### config.mk
export PLATFORM = sky130hd
export DESIGN_NAME = decoder_3to8_flat
export DESIGN_NICKNAME = d
export VERILOG_FILES = /design/src/rtl/decoder_3to8_if.sv /design/src/rtl/decoder_3to8.sv /design/src/flat_wrapper.sv
export SDC_FILE = /design/constraint.sdc
export NUM_CORES = 1
export LEC_CHECK = 0
export ABC_CLOCK_PERIOD_IN_PS = 800
export CORE_AREA = 2 2 39 41
export DETAILED_ROUTE_END_ITERATION = 8
export DIE_AREA = 0 0 41 43
export SKIP_LAST_GASP = 1
export SYNTH_ARGS = -nofsm -noshare
export SYNTH_HDL_FRONTEND = slang
export SYNTH_SLANG_ARGS = --single-unit
### constraint.sdc
create_clock -name clk -period 0.8 [get_ports clk]
set_input_delay 0.16 -clock clk [delete_from_list [all_inputs] [get_ports clk]]
set_output_delay 0.16 -clock clk [all_outputs]
set_load 0.02 [all_outputs]
### src/rtl/decoder_3to8_if.sv
// rtl/decoder_3to8_if.sv - decode request/result bundle for the column decoder
interface decoder_3to8_if;
    logic       ena;
    logic [2:0] in;
    logic [7:0] out;
    logic       valid;

    modport master (
        output ena,
        output in,
        input  out,
        input  valid
    );

    modport slave (
        input  ena,
        input  in,
        output out,
        output valid
    );
endinterface

### src/rtl/decoder_3to8.sv
// rtl/decoder_3to8.sv - registered 3-to-8 one-hot column decoder with enable
// Optional build macro DECODER_3TO8_HOLD_EN keeps the last column lit while ena is low.
module decoder_3to8 (
    input  logic            clk,
    input  logic            rst_n,
    decoder_3to8_if.slave   bus
);

    logic [7:0] decode;

    always_comb begin
        decode = 8'b1 << bus.in;
    end

    always_ff @(posedge clk or negedge rst_n) begin
        if (!rst_n) begin
            bus.out   <= 8'h00;
            bus.valid <= 1'b0;
        end else begin
            bus.valid <= bus.ena;
`ifdef DECODER_3TO8_HOLD_EN
            if (bus.ena) begin
                bus.out <= decode;
            end
`else
            // The mux keeps an undriven index from leaking onto out while disabled.
            bus.out <= bus.ena ? decode : 8'h00;
`endif
        end
    end

endmodule

### src/flat_wrapper.sv
// flat-port wrapper written by rule: the top's interface ports become plain ports
module decoder_3to8_flat 
  (clk, rst_n, bus_ena, bus_in, bus_out, bus_valid);
  decoder_3to8_if bus_i ();
  input  logic clk;
  input  logic rst_n;
  input wire logic [$bits(bus_i.ena)-1:0] bus_ena;
  input wire logic [$bits(bus_i.in)-1:0] bus_in;
  output wire logic [$bits(bus_i.out)-1:0] bus_out;
  output wire logic [$bits(bus_i.valid)-1:0] bus_valid;
  assign bus_i.ena = bus_ena;
  assign bus_i.in = bus_in;
  assign bus_out = bus_i.out;
  assign bus_valid = bus_i.valid;
  decoder_3to8 u_core (.clk(clk), .rst_n(rst_n), .bus(bus_i));
endmodule
==> run summary <==
Status -> complete, but fails checks
Failing checks -> setup timing
Post-Route WL -> 554 um
Worst path required time -> 0.64 ns
Maximum clock frequency -> 1090 MHz
Synthesized area -> 322 um^2
Lkg Pwr -> 0.250 nW
Post-Syn Nets -> 23
Clock period minus final worst setup slack -> 0.920 ns
Pre-antenna DRT Iters -> 2
Share of cells above drive strength 1 -> 0.571
Syn Area/Cell -> 18.9 um^2
TNS Setup -> -1.04 ns
Drt wl/cell -> 10.9 um
Slowest CP cell -> dfrtp_1
Min-Delay Path Class -> in -> async
All-Layer GR Usage -> 0.0916
Slew Viols, Final -> 0
Adder-Cell Fraction of Synth Area -> 0
Final hold vios -> 0
Peak supply drop -> 0.459 mV
IO Pins -> 15
CP Max Fanout -> 1
DRC -> 0
Crit path cell chain -> buf_6
CTS buffer count -> 3
Final setup margin -> -0.120 ns
Initial antenna violation count -> 0
Normalized max-slew margin -> 0.753
Largest cells by area after synthesis -> dfrtp_1 70%, and4bb_2 12%, and4b_2 11%, nor4b_2 4.7%, and4_2 3.1%
Iter 0 DRT Violations -> 1
Max cap viols -> 0
Worst-path clk slew -> 0.06 ns
Final instance area -> 514 um^2
Sequential element share of the synthesized area -> 0.700
Measured slew at the worst slew-check pin -> 0.369 ns
Area after DPL -> 482 um^2
Post-synthesis simple-gate area fraction -> 0.300
Synth area leader -> dfrtp_1
Die height -> 43 um
# rows -> 14
Yosys reg bits -> 9
CTS max path bufs -> 2
CP endpoint kind -> output pin
Synth cell types -> 5
Vias in the first global route -> 205
Final ANT Viol Nets -> 0
Arrival time worst endpoint -> 0.76 ns
Diodes inserted -> 0
WS Path Type -> reg -> out
CTS tree -> done
Clock Sinks -> 9
Clk root buf -> clkbuf_4
PortBufs -> 14
Largest net degree at the start of global routing -> 10
Htree depth -> 1
Multiplexer share of the synthesized area -> 0
Hold slack final -> 0.181 ns
Cells after Synth -> 17
Remaining global-route overflow -> 0
RSZ-0062 raised after global routing -> yes
CP top delay family -> flip-flops
Worst Setup Start Kind -> register
Total number of vias -> 223
Vias per inst -> 4.37
First-pass GRT wire length -> 924 um
Die Wd -> 41 um
P&R area growth vs syn -> 59.9%
Synthesis Warnings -> 0
WP buf/inv -> 1
Main combinational cell family by area after synthesis -> simple AND/OR/NAND/NOR gates
GPL Wtd Cong -> 0.703
Net count, final -> 42
DP Wirelength -> 426 um
Complex-gate fraction of the synthesized area -> 0
Initial Utilization -> 0.232
PwrDens -> 1780 nW/um^2
Final setup fails -> 9
Tcrit/Tclk final -> 1.15
Share of the synthesized area in the top cell type -> 0.700
Die ar. -> 1760 um^2
Synth Area in XOR/XNOR -> 0
Total core area -> 1380 um^2
CP max stage delay -> 0.37 ns
Finished Core Util -> 0.372
==> cell families (layout without fill, tap and decap cells) <==
family	count (synthesis)	count (layout)
simple gates	8	8
buf+inv	0	18
flops	9	9
==> metal layers <==
metal | global-route usage | vias up | part of all wire
met5 | 0 | - | 0
met4 | 0.160 | 0 | 0.047
met3 | 0.0157 | 4 | 0.060
met2 | 0.122 | 10 | 0.55
met1 | 0.0805 | 107 | 0.34
li1 | - | 102 | -
==> what timing repair did <==
action	4_1_cts	5_1_grt
setup buffers	0	0
gates cloned	0	0
hold buffers	0	0
endpoints found under the setup margin	16	9
endpoints found under the hold margin	0	0
resized for setup	58	0
==> layout by cell type (no fill, tap or decap) <==
cell | synthesis | final
and4bb_2 | 3 | 3
buf_6 | 0 | 9
clkbuf_4 | 0 | 3
dlygate4sd2_1 | 0 | 4
and4_2 | 1 | 1
nor4b_2 | 1 | 1
clkbuf_1 | 0 | 1
dfrtp_1 | 9 | 9
and4b_2 | 3 | 3
clkdlybuf4s50_1 | 0 | 1
==> synthesized netlist by cell type (all sizes together) <==
cell	number
dfrtp	9
nor4b	1
and4bb	3
and4b	3
and4	1
==> layout make-up <==
| class | instances | area, um^2 |
|---|---|---|
| clock buffers | 4 | 26.3 |
| multi-input cells | 8 | 96.3 |
| well taps | 16 | 20.0 |
| repair buffers | 14 | 146 |
| flip-flops and latches | 9 | 225 |
| fillers | 141 | 870 |
==> how the worst max path moves through the flow <==
stage / slack (ns) / cells past startpoint / startpoint / to
3_5_place_dp: -0.34 / 2 / bus_in[2] / u_core.bus.out[1]
5_1_grt: -0.16 / 1 / u_core.bus.out[2] / bus_out[2]
2_1_floorplan: 0.22 / 0 / u_core.bus.out[0] / bus_out[0]
6_report: -0.12 / 1 / u_core.bus.out[4] / bus_out[4]
4_1_cts: -0.14 / 1 / u_core.bus.out[2] / bus_out[2]
3_3_place_gp: -0.32 / 2 / bus_in[0] / u_core.bus.out[4]
==> power by group <==
group	total, mW	internal [mW]	leakage (nW)	switching, mW
sequential	0.474	0.468	0.121	0.00553
clock	0.341	0.192	0.0150	0.149
combinational	0.101	0.0518	0.114	0.0494
total	0.916	0.712	0.250	0.204
==> metrics by stage <==
stage | setup WS [ns] | power (mW) | cells
finish | -0.120 | 0.916 | 51
global route | -0.161 | 0.972 | 51
floorplan | 0.224 | 0.513 | 17
global placement | -0.315 | 0.585 | 47
CTS | -0.138 | 0.938 | 51
detailed placement | -0.339 | 0.587 | 47
==> flip-flops by register name, indices dropped and copies added (netlist names) <==
signal	flops
u_core.bus.out	8
u_core.bus.valid	1
Power figures use the tool's default switching activity.
